`src/rtl/fir_pkg.sv`:
```
// Shared constants and types for the time-multiplexed symmetric FIR controller.
package fir_pkg;

  localparam int DEF_IDATA_WIDTH = 12;
  localparam int DEF_PDATA_WIDTH = 13;
  localparam int DEF_COEFF_WIDTH = 12;
  localparam int DEF_FIR_TAP     = 8;
  localparam int DEF_FIR_TAPHALF = 4;
  localparam int DEF_OUT_WIDTH   = 27;

  localparam int DEF_COF_INIT0 = 41;
  localparam int DEF_COF_INIT1 = 132;
  localparam int DEF_COF_INIT2 = 341;
  localparam int DEF_COF_INIT3 = 510;

  typedef enum logic [1:0] {
    IDLE  = 2'd0,
    MAC   = 2'd1,
    FLUSH = 2'd2,
    DONE  = 2'd3
  } state_t;

  // Selects one of the four symmetric tap pairs / coefficients.
  typedef logic [1:0] coef_idx_t;

endpackage

```
`src/rtl/fir_preadd_mult.sv`:
```
// Shared datapath: adds two mirrored delay-line taps and multiplies the sum by
// one coefficient, with the product captured in a register.
module fir_preadd_mult #(
  parameter int PDATA_WIDTH = 13,
  parameter int COEFF_WIDTH = 12
) (
  input  logic                                      clk,
  input  logic                                      rst,
  input  logic                                      en,
  input  logic signed [PDATA_WIDTH-1:0]             tap_a,
  input  logic signed [PDATA_WIDTH-1:0]             tap_b,
  input  logic signed [COEFF_WIDTH-1:0]             coef,
  output logic signed [PDATA_WIDTH+COEFF_WIDTH-1:0] prod
);

  localparam int PROD_WIDTH = PDATA_WIDTH + COEFF_WIDTH;

  logic signed [PDATA_WIDTH-1:0] pre;
  logic signed [PROD_WIDTH-1:0]  pre_ext;
  logic signed [PROD_WIDTH-1:0]  coef_ext;
  logic signed [PROD_WIDTH-1:0]  prod_full;

  // Taps hold sign-extended samples, so their sum always fits the tap width.
  assign pre       = tap_a + tap_b;
  assign pre_ext   = {{(PROD_WIDTH-PDATA_WIDTH){pre[PDATA_WIDTH-1]}}, pre};
  assign coef_ext  = {{(PROD_WIDTH-COEFF_WIDTH){coef[COEFF_WIDTH-1]}}, coef};
  assign prod_full = pre_ext * coef_ext;

  // Capture the product only while the controller is stepping through taps.
  always_ff @(posedge clk) begin
    if (rst) begin
      prod <= '0;
    end else if (en) begin
      prod <= prod_full;
    end
  end

endmodule

```
`src/rtl/fir_serial_ctrl.sv`:
```
// 8-tap symmetric FIR controller: one pre-adder/multiplier shared across the
// four tap pairs, sample delay line, programmable coefficient bank, and
// valid/ready handshakes on both the sample and result sides.
module fir_serial_ctrl
  import fir_pkg::*;
#(
  parameter int IDATA_WIDTH = DEF_IDATA_WIDTH,
  parameter int PDATA_WIDTH = DEF_PDATA_WIDTH,
  parameter int COEFF_WIDTH = DEF_COEFF_WIDTH,
  parameter int FIR_TAP     = DEF_FIR_TAP,
  parameter int FIR_TAPHALF = DEF_FIR_TAPHALF,
  parameter int OUT_WIDTH   = DEF_OUT_WIDTH,
  parameter logic signed [COEFF_WIDTH-1:0] COF_INIT0 = COEFF_WIDTH'(DEF_COF_INIT0),
  parameter logic signed [COEFF_WIDTH-1:0] COF_INIT1 = COEFF_WIDTH'(DEF_COF_INIT1),
  parameter logic signed [COEFF_WIDTH-1:0] COF_INIT2 = COEFF_WIDTH'(DEF_COF_INIT2),
  parameter logic signed [COEFF_WIDTH-1:0] COF_INIT3 = COEFF_WIDTH'(DEF_COF_INIT3)
) (
  input  logic                          clk,
  input  logic                          rst,
  input  logic                          in_valid,
  output logic                          in_ready,
  input  logic signed [IDATA_WIDTH-1:0] fir_in,
  output logic                          out_valid,
  input  logic                          out_ready,
  output logic signed [OUT_WIDTH-1:0]   fir_out,
  input  logic                          cfg_we,
  input  logic [1:0]                    cfg_addr,
  input  logic signed [COEFF_WIDTH-1:0] cfg_wdata,
  output logic                          cfg_err,
  output logic                          busy
);

  localparam int        PROD_WIDTH = PDATA_WIDTH + COEFF_WIDTH;
  localparam int        TAP_IDX_W  = $clog2(FIR_TAP);
  localparam coef_idx_t LAST_IDX   = coef_idx_t'(FIR_TAPHALF - 1);

  state_t                        state;
  coef_idx_t                     idx;
  logic signed [PDATA_WIDTH-1:0] dline [FIR_TAP];
  logic signed [COEFF_WIDTH-1:0] coef  [FIR_TAPHALF];
  logic signed [OUT_WIDTH-1:0]   acc;
  logic signed [PROD_WIDTH-1:0]  prod;
  logic signed [OUT_WIDTH-1:0]   prod_ext;
  logic signed [OUT_WIDTH-1:0]   acc_next;
  logic signed [PDATA_WIDTH-1:0] sample_ext;
  logic [TAP_IDX_W-1:0]          idx_lo;
  logic [TAP_IDX_W-1:0]          idx_hi;
  logic                          cfg_ok;

  assign sample_ext = {{(PDATA_WIDTH-IDATA_WIDTH){fir_in[IDATA_WIDTH-1]}}, fir_in};
  assign prod_ext   = {{(OUT_WIDTH-PROD_WIDTH){prod[PROD_WIDTH-1]}}, prod};
  assign acc_next   = acc + prod_ext;
  assign idx_lo     = TAP_IDX_W'(idx);
  assign idx_hi     = TAP_IDX_W'(FIR_TAP - 1) - idx_lo;

  // A coefficient write may land only while idle and not racing a sample accept.
  assign cfg_ok = (state == IDLE) && !in_valid;

  fir_preadd_mult #(
    .PDATA_WIDTH (PDATA_WIDTH),
    .COEFF_WIDTH (COEFF_WIDTH)
  ) u_preadd_mult (
    .clk   (clk),
    .rst   (rst),
    .en    (state == MAC),
    .tap_a (dline[idx_lo]),
    .tap_b (dline[idx_hi]),
    .coef  (coef[idx]),
    .prod  (prod)
  );

  // Coefficient bank: accepts writes only when safe, otherwise flags the rejection for one cycle.
  always_ff @(posedge clk) begin
    if (rst) begin
      coef[0] <= COF_INIT0;
      coef[1] <= COF_INIT1;
      coef[2] <= COF_INIT2;
      coef[3] <= COF_INIT3;
      cfg_err <= 1'b0;
    end else begin
      cfg_err <= cfg_we && !cfg_ok;
      if (cfg_we && cfg_ok) begin
        coef[cfg_addr] <= cfg_wdata;
      end
    end
  end

  // Sequencer: accept a sample, run one MAC step per tap pair (the accumulator trails the product register by a cycle), flush the last product, then hold the result until taken.
  always_ff @(posedge clk) begin
    if (rst) begin
      state     <= IDLE;
      idx       <= '0;
      acc       <= '0;
      in_ready  <= 1'b1;
      out_valid <= 1'b0;
      fir_out   <= '0;
      busy      <= 1'b0;
      for (int k = 0; k < FIR_TAP; k++) begin
        dline[k] <= '0;
      end
    end else begin
      case (state)
        IDLE: begin
          if (in_valid) begin
            for (int k = FIR_TAP - 1; k > 0; k--) begin
              dline[k] <= dline[k-1];
            end
            dline[0] <= sample_ext;
            acc      <= '0;
            idx      <= '0;
            in_ready <= 1'b0;
            busy     <= 1'b1;
            state    <= MAC;
          end
        end
        MAC: begin
          if (idx != '0) begin
            acc <= acc_next;
          end
          if (idx == LAST_IDX) begin
            state <= FLUSH;
          end else begin
            idx <= idx + coef_idx_t'(1);
          end
        end
        FLUSH: begin
          acc       <= acc_next;
          fir_out   <= acc_next;
          out_valid <= 1'b1;
          state     <= DONE;
        end
        DONE: begin
          if (out_ready) begin
            out_valid <= 1'b0;
            in_ready  <= 1'b1;
            busy      <= 1'b0;
            state     <= IDLE;
          end
        end
        default: begin
          state <= IDLE;
        end
      endcase
    end
  end

endmodule

```
`config.mk`:
```
export PLATFORM = sky130hd
export DESIGN_NAME = fir_serial_ctrl
export DESIGN_NICKNAME = d
export VERILOG_FILES = /design/src/rtl/fir_pkg.sv /design/src/rtl/fir_preadd_mult.sv /design/src/rtl/fir_serial_ctrl.sv
export SDC_FILE = /design/constraint.sdc
export NUM_CORES = 1
export LEC_CHECK = 0
export ABC_CLOCK_PERIOD_IN_PS = 11900
export BUFFER_PORTS_ARGS = -buffer_cell sky130_fd_sc_hd__buf_2
export CORE_MARGIN = 10
export CORE_UTILIZATION = 35
export CTS_CLUSTER_DIAMETER = 50
export DETAILED_ROUTE_END_ITERATION = 6
export SLEW_MARGIN = 25
export SYNTH_ARGS = -nofsm -noshare
export SYNTH_HDL_FRONTEND = slang
export SYNTH_HIERARCHICAL = 1
export SYNTH_SLANG_ARGS = --single-unit
```
`constraint.sdc`:
```
create_clock -name clk -period 11.9 [get_ports clk]
set_input_delay 1.785 -clock clk [delete_from_list [all_inputs] [get_ports clk]]
set_output_delay 1.785 -clock clk [all_outputs]
set_load 0.02 [all_outputs]
```
Word level (Yosys, flattened, before mapping)
Memory sizes are Yosys's and may differ from the RTL's. A register that Yosys moved wholly into a read port is not among the register bits.
Index checks and enable logic that the tools add are counted.

storage, ports and cells
  word-level logic and storage cells = 91
  bits in read-only memories = 0
  input port bits = 31
  memories = 2
  latch bits = 0
  register bits = 87
  RAM bits = 152

memories
  name   words  bits a word  read ports  clocked after Yosys merged registers in  write ports  RTL line               source
  dline  8      13           9           1                                        8            fir_serial_ctrl.sv:39  logic signed [PDATA_WIDTH-1:0] dline [FIR_TAP];
  coef   4      12           1           1                                        4            fir_serial_ctrl.sv:40  logic signed [COEFF_WIDTH-1:0] coef [FIR_TAPHALF];

operators by class
  multiplexer cells = 41
  shift operators = 0
  order comparisons = 0
  add/subtract/negate cells = 4
  $mul = 1
  equal/unequal tests = 9
  div/mod/pow operators = 0
  reduce and logical (&&, ||, !) cells = 17
  bitwise gates (word level) = 8

operators with widths
  cell                   count
  $mux W13               8
  $pmux W27 S3           1
  $mux W27               2
  $add A27 B25 Y27       1
  $mul A13 B12 Y25       1
  $mux W2                8
  $mux W1                14
  $add A13 B13 Y13       1
  $mux W12               1
  $reduce_and A3 Y1      4
  $reduce_or A12 Y1      1
  $ne A2 B2 Y1 const B   5
  $or A1 B1 Y1           8
  $pmux W2 S4            1
  $reduce_bool A2 Y1     4
  $eq A2 B2 Y1 const B   3
  $mux W3                2
  $pmux W1 S2            3
  $pmux W2 S2            1
  $logic_and A1 B1 Y1    3
  $reduce_bool A3 Y1     1
  $sub A3 B2 Y3 const A  1
  $add A2 B1 Y2 const B  1
  $eq A2 B1 Y1 const B   1
  other kinds (3)        4

Depth between registers and ports, before layout
Gate-level depths: netlist of run 1.

  depth in word-level cells = 8
  gate-level depth with buffers = 32
  mapped depth without buffers = 29

Cells and area by module
Netlist of run 1, hierarchy kept.

by module, submodules not included
  module           sequential area each (µm²)  area each (µm²)  instances  cells each
  fir_serial_ctrl  5605.4                      10102.2          1          816
  fir_preadd_mult  500.5                       7518.5           1          860

Worst setup path after synthesis of run 1
Ideal clock, no wire load.

  path kind = register to register
  from = reg (tool-made name)
  to = reg u_preadd_mult.prod[19]
  stages on the path, launching flop included = 30
  arrival time = 7594 ps
  setup slack = 4179 ps
  clock period less this slack = 7721 ps
  library setup time = 127 ps
  required time = 11773 ps
  path through = dfxtp_1 -> clkbuf_1 -> buf_2 -> mux4_2 -> ha_1 -> inv_1 -> fa_1 -> nor2b_1 -> o21ai_1 -> a21boi_2 -> nor3_1 -> o21ai_0 -> a21oi_1 -> buf_4 -> mux2_2 -> fa_1 -> fa_1 -> inv_1 -> fa_1 -> fa_1 -> inv_1 -> fa_1 -> inv_1 -> ha_1 -> a2111o_1 -> a31oi_4 -> o21a_4 -> o21ai_2 -> nor4bb_1 -> or3_1

RTL lines
  what                    RTL line               source
  end signal: assignment  fir_preadd_mult.sv:34  prod <= prod_full;
  end: declaration        fir_preadd_mult.sv:13  output logic signed [PDATA_WIDTH+COEFF_WIDTH-1:0] prod

==> results of run 1 <==
==> cells in the mapped netlist (3+ instances only) <==
cell type,n
o21ai_0,46
or3_1,12
edfxtp_1,144
ha_1,97
clkbuf_1,63
fa_1,151
a21oi_1,44
o21a_1,9
nor2_1,103
mux2_2,7
a21o_1,18
nor3_1,13
nand2_1,138
mux4_2,36
xor2_1,20
a211o_1,5
a211oi_1,11
inv_1,208
a22o_1,7
a22oi_1,9
nand3b_1,3
buf_1,5
xnor2_1,35
and3_1,9
a31oi_1,4
nand3_1,16
mux2i_1,37
o22ai_1,3
dfxtp_1,89
o21bai_1,5
and2_1,189
nand4_1,3
o211ai_1,5
buf_2,8
or2_2,5
nand2b_1,42
nor2b_1,12
==> per-layer routing <==
layer  up-vias  track usage  wire, um
met3        46       0.0205      1340
met5         -            0         0
met4         0       0.0356       690
met1      5792        0.176     18400
met2       193        0.210     17800
li1       5685            -         -
==> worst reg2reg max path, stage by stage, from the launching register on <==
cell and delay, ns:
dfxtp_2 0.92, mux4_2 0.63, ha_1 0.76, nand2_1 0.11
nor2_1 0.13, nand2_1 0.09, a311oi_1 0.34, xor2_1 0.71
nand2_1 0.17, fa_1 0.51, inv_1 0.05, fa_1 0.52
fa_1 0.45, fa_1 0.52, fa_1 0.49, ha_1 0.38
a21oi_1 0.20, o21bai_1 0.12, o41ai_1 0.39, o31ai_1 0.18
a31o_2 0.31, a211o_1 0.30, nand3_1 0.06
==> final cells by class <==
type                       instances  share of cell area
clock inverter                    15             0.00667
sequential                       233               0.310
timing repair buffer              79              0.0234
tap                              672              0.0427
clock buffer                      45              0.0463
multi-input combinational       1157               0.531
inverter                         209              0.0399
==> per-stage QoR <==
stage	utilization	setup slack, ns
after floorplan	-	4.18
after global placement	0.372	3.65
final	0.394	3.49
after CTS	0.393	3.42
after global routing	0.394	2.74
after detailed placement	0.372	3.45
==> cells by family after synthesis <==
group / share of synthesized area
simple gates: 0.167
xor+xnor: 0.0273
fa+ha+maj: 0.240
flops: 0.347
mux: 0.0715
buf+inv: 0.0617
compound gates: 0.0852
==> state kept, by name, summed over array words and instances (netlist names), named ones only <==
signal and count:
fir_out 27, dline 96, coef 48, state 2, out_valid 1, cfg_err 1, acc 27, idx 2
busy 1, in_ready 1, u_preadd_mult/prod 25
==> cell usage in the layout (no fill, tap or decap), types with 5 or more instances in the layout <==
cell type  instances
inv_1            208
and2_1           189
fa_1             151
edfxtp_1         144
nand2_1          137
nor2_1           101
ha_1              97
dfxtp_1           87
buf_2             61
o21ai_0           45
a21oi_1           44
nand2b_1          42
mux2i_1           37
mux4_2            36
xnor2_1           35
clkbuf_16         34
xor2_1            20
a21o_1            18
buf_4             17
nand3_1           16
nor3_1            13
or3_1             12
nor2b_1           12
a211oi_1          11
a22oi_1            9
and3_1             9
o21a_1             9
clkbuf_1           9
a22o_1             7
mux2_2             7
or2_2              5
o211ai_1           5
a211o_1            5
o21bai_1           5
==> path summary, 6_finish.rpt <==
kind | from | endpoint | slack, ns | cells past startpoint
hold reg to reg | acc[2] | acc[2] | 0.46 | 2
hold / removal | acc[2] | acc[2] | 0.46 | 2
setup reg to reg | flop | u_preadd_mult/prod[24] | 3.49 | 22
setup / recovery | flop | u_preadd_mult/prod[24] | 3.49 | 22
==> flow_metrics.py, run 1 <==
metrics = {
    "clock_network": {
        "cts_tree": "done",
        "htree_levels": 2,
        "cts_buffers": 34,
        "ctsResizeCount": 0,
        "clk_pin_slew_ns": 0.05,
        "cts_buffer_depth": 3,
        "cts.hold.buffers_added": 0,
        "root_buffer": "clkbuf_16",
        "clock_sinks": 233,
        "post_cts_buffers": 0,
        "worstSkewPairLatency_ns": 0.54,
    },
    "cells_and_area": {
        "stdcell_count": 2410,
        "final_cell_area_sq_um": 19700,
        "layout.nets": 1993,
        "seq_area_sq_um": 6110,
        "drive_above_1_share": 0.119,
        "area_growth_pct": 11.7,
        "diodes": 0,
        "fill_cells": 4875,
        "multi_input_area_sq_um": 10400,
    },
    "sta": {
        "fmax_ghz": 0.119,
        "finalSetupTns_ns": 0,
        "holdWs_ns": 0.463,
        "max_slew.worst_pin.slew_ns": 1.03,
        "hold_violations": 0,
        "min_period_ns": 8.41,
        "post-route-period-util": 0.707,
        "grt_setup_unrepaired": "false",
        "final_max_slew_viol_count": 0,
        "finClkSkew_ns": 0.0283,
        "setup_viol": 0,
        "slew_headroom": 0.312,
    },
    "floorplanning": {
        "row_count": 82,
        "start_util": 0.353,
        "die_width_um": 244,
        "core_area_sq_um": 50000,
        "die_y_um": 244,
        "dieArea_sq_um": 59700,
        "io_pins": 62,
    },
    "synthesis": {
        "synthCells": 1676,
        "syn_nets": 1955,
        "ys.flop_type": "edfxtp_1",
        "yosysSeqAreaShare": 0.347,
        "yosysTopAreaCellShare": 0.245,
        "syn_area_sq_um": 17600,
        "synth_area_leader_cell": "edfxtp_1",
        "synth_warnings": 6,
        "synth.avg_cell_area_sq_um": 10.5,
        "ys_types": 84,
        "synthTopCellsByArea": "edfxtp_1 (25%), fa_1 (17%), dfxtp_1 (10%)",
        "synth-edff-count": 144,
        "ys_ff_latch": 233,
        "synth_async_sr_flop_share": 0,
    },
    "worst_setup_path": {
        "cp_top_family": "adder cells",
        "cp_common_cell": "fa_1",
        "cp_cell_sequence": "mux4_2 -> ha_1 -> nand2_1 -> nor2_1 -> nand2_1 -> a311oi_1 -> xor2_1 -> nand2_1 -> fa_1 -> inv_1 -> fa_1 -> fa_1 -> fa_1 -> fa_1 -> ha_1 -> a21oi_1 -> o21bai_1 -> o41ai_1 -> o31ai_1 -> a31o_2 -> a211o_1 -> nand3_1",
        "crit_arrival_ns": 8.87,
        "worst-path-buf-inv": 1,
        "slowest_delay_ns": 0.92,
        "crit_path_end_kind": "flop",
        "slowest_stage": "dfxtp_2",
        "startpoint_type": "flop",
        "path_max_fanout": 28,
        "critPathKind": "reg -> reg",
        "worst_ep_required_time_ns": 12.35,
    },
    "placement": {
        "portBuffers": 61,
        "place_hpwl_mm": 28.4,
        "routabilityCongestion": 0.858,
        "placed_area_sq_um": 18600,
        "placed_cells": 2349,
    },
    "detailed_routing": {
        "detail_route.vias_per_cell": 4.86,
        "firstDrtPassIters": 5,
        "wl_per_cell_um": 15.9,
        "drt_iter0_markers": 651,
        "wl_mm": 38.2,
        "ant_nets": 0,
        "vias": 11700,
        "drc": 0,
    },
    "grt": {
        "grt_usage": 0.129,
        "grt_pass1_wl_mm": 64.1,
        "grt_max_degree": 97,
        "grt-ovfl-total": 0,
        "antenna_found_initial": 0,
        "first_global_vias": 12200,
    },
    "outcome": {
        "status": "finished clean",
    },
    "worst_hold_path": {
        "hp-class": "reg -> reg",
    },
    "run": {
        "cap_violations": 0,
    },
}
Power of run 1 is left out: the tool's default activity adds up to more than one toggle a clock period on the data nets, which glitch-free logic cannot reach.
==> run 2: changes to the inputs <==
--- a/config.mk
+++ b/config.mk
@@ -5,7 +5,7 @@
 export SDC_FILE = /design/constraint.sdc
 export NUM_CORES = 1
 export LEC_CHECK = 0
-export ABC_CLOCK_PERIOD_IN_PS = 11900
+export ABC_CLOCK_PERIOD_IN_PS = 8500
 export BUFFER_PORTS_ARGS = -buffer_cell sky130_fd_sc_hd__buf_2
 export CORE_MARGIN = 10
 export CORE_UTILIZATION = 35
==> constraint.sdc (replaced) <==
create_clock -name clk -period 8.5 [get_ports clk]
set_input_delay 1.275 -clock clk [delete_from_list [all_inputs] [get_ports clk]]
set_output_delay 1.275 -clock clk [all_outputs]
set_load 0.02 [all_outputs]
==> flow_metrics.py, run 2 (synthesis results as in run 1) <==
metrics = {
    "grt": {
        "grt.busiest_layer": "met2",
        "grt_pass1_wl_mm": 65.7,
        "grt-ovfl-total": 0,
        "antenna_found_initial": 1,
        "use_met1": 0.173,
        "use_met3": 0.0215,
        "first_global_vias": 12500,
        "grt_usage": 0.132,
        "grt_use_met2": 0.223,
        "grt_max_degree": 97,
    },
    "floorplanning": {
        "io_pins": 62,
        "die_width_um": 244,
        "start_util": 0.353,
        "die_y_um": 244,
        "row_count": 82,
        "dieArea_sq_um": 59700,
        "core_area_sq_um": 50000,
    },
    "sta": {
        "final_max_slew_viol_count": 0,
        "setup_viol": 0,
        "hold_violations": 0,
        "finalSetupTns_ns": 0,
        "fmax_ghz": 0.127,
        "max_slew.worst_pin.slew_ns": 0.996,
        "slew_headroom": 0.336,
        "post-route-period-util": 0.924,
        "min_period_ns": 7.85,
        "grt_setup_unrepaired": "false",
        "holdWs_ns": 0.458,
        "finClkSkew_ns": 0.0281,
    },
    "cells_and_area": {
        "final_cell_area_sq_um": 19600,
        "area_growth_pct": 11.4,
        "top_regs": "dline: 96 flops, coef: 48 flops",
        "top_register": "dline",
        "layout_commonest_cell": "inv_1",
        "layout.nets": 1997,
        "layout_common_cells": "inv_1 (208), and2_1 (189), fa_1 (151), edfxtp_1 (144), nand2_1 (137)",
        "largest_reg_flops": 96,
        "diodes": 0,
        "drive_above_1_share": 0.123,
    },
    "clock_network": {
        "root_buffer": "clkbuf_16",
        "worstSkewPairLatency_ns": 0.58,
        "clk_pin_slew_ns": 0.06,
        "post_cts_buffers": 0,
        "htree_levels": 1,
        "cts_tree": "done",
        "cts_buffer_depth": 3,
        "clock_sinks": 233,
        "cts.hold.buffers_added": 0,
        "cts_buffers": 31,
        "ctsResizeCount": 0,
    },
    "worst_setup_path": {
        "cp_common_cell": "fa_1",
        "crit_arrival_ns": 8.37,
        "worst_ep_required_time_ns": 9.02,
        "slowest_delay_ns": 0.71,
        "crit_path_end_kind": "flop",
        "rr_worst_depth": 28,
        "critPathKind": "reg -> reg",
        "path_max_fanout": 20,
        "slowest_stage": "dfxtp_1",
        "r2r_setup_slack_ns": 0.65,
        "startpoint_type": "flop",
        "r2r_end": "u_preadd_mult/prod[24]",
    },
    "detailed_routing": {
        "drt_iter0_markers": 734,
        "drc": 0,
        "vias": 11800,
        "detail_route.vias_per_cell": 4.87,
        "wl_per_cell_um": 16.2,
        "ant_nets": 0,
        "wl_mm": 39.1,
        "firstDrtPassIters": 5,
    },
    "placement": {
        "placed_area_sq_um": 18700,
        "place_hpwl_mm": 29.0,
        "portBuffers": 61,
        "routabilityCongestion": 0.869,
    },
    "worst_hold_path": {
        "min_path_cells": 2,
        "hp-class": "reg -> reg",
        "min_to": "acc[0]",
        "min_from": "acc[0]",
    },
    "run": {
        "cap_violations": 0,
    },
    "outcome": {
        "status": "finished clean",
    },
}
[run 2: worst max-delay path, delay by kind of cell, from the launching register on]
kind	cells	cell delay, ns
xor gates and xnor gates	1	0.16
DFF	1	0.71
buffers and inverters	5	0.61
adders and majority gates	8	3.44
and+or+nand+nor	3	0.28
AOI/OAI and AO/OA	10	2.25
muxes	1	0.35
[run 2: worst max-delay path by stage]
stage	start	endpoint	slack, ns	cells after the start
after global placement	idx[0]	u_preadd_mult/prod[24]	0.80	27
final	flop	u_preadd_mult/prod[24]	0.65	28
after floorplan	flop	u_preadd_mult/prod[19]	0.78	29
after global routing	flop	u_preadd_mult/prod[24]	0.06	28
after CTS	flop	u_preadd_mult/prod[24]	0.59	28
after detailed placement	flop	u_preadd_mult/prod[24]	0.59	28
[run 2: per-stage QoR]
stage | utilization | std cells | worst slack [ns]
after floorplan | - | 1676 | 0.779
after global placement | 0.374 | 2357 | 0.800
after detailed placement | 0.374 | 2357 | 0.587
after CTS | 0.393 | 2414 | 0.590
after global routing | 0.393 | 2414 | 0.0588
final | 0.393 | 2414 | 0.648
[run 2: layer usage]
layer  part of all wire  wire length [um]  up-vias
li1                   -                 -     5685
met1               0.46             18100     5851
met2               0.48             18800      186
met3              0.037              1440       44
met4              0.018               699        0
met5                  0                 0        -
[run 2: area by class of cell]
cell class / count / area (sq um)
fillers: 4905 / 30300
multi-input cells: 1157 / 10500
flip-flops and latches: 233 / 6110
well taps: 672 / 841
clock buffers: 36 / 806
inverters: 209 / 785
repair buffers: 86 / 493
clock inverters: 21 / 153
Power of run 2 is left out for the same reason.
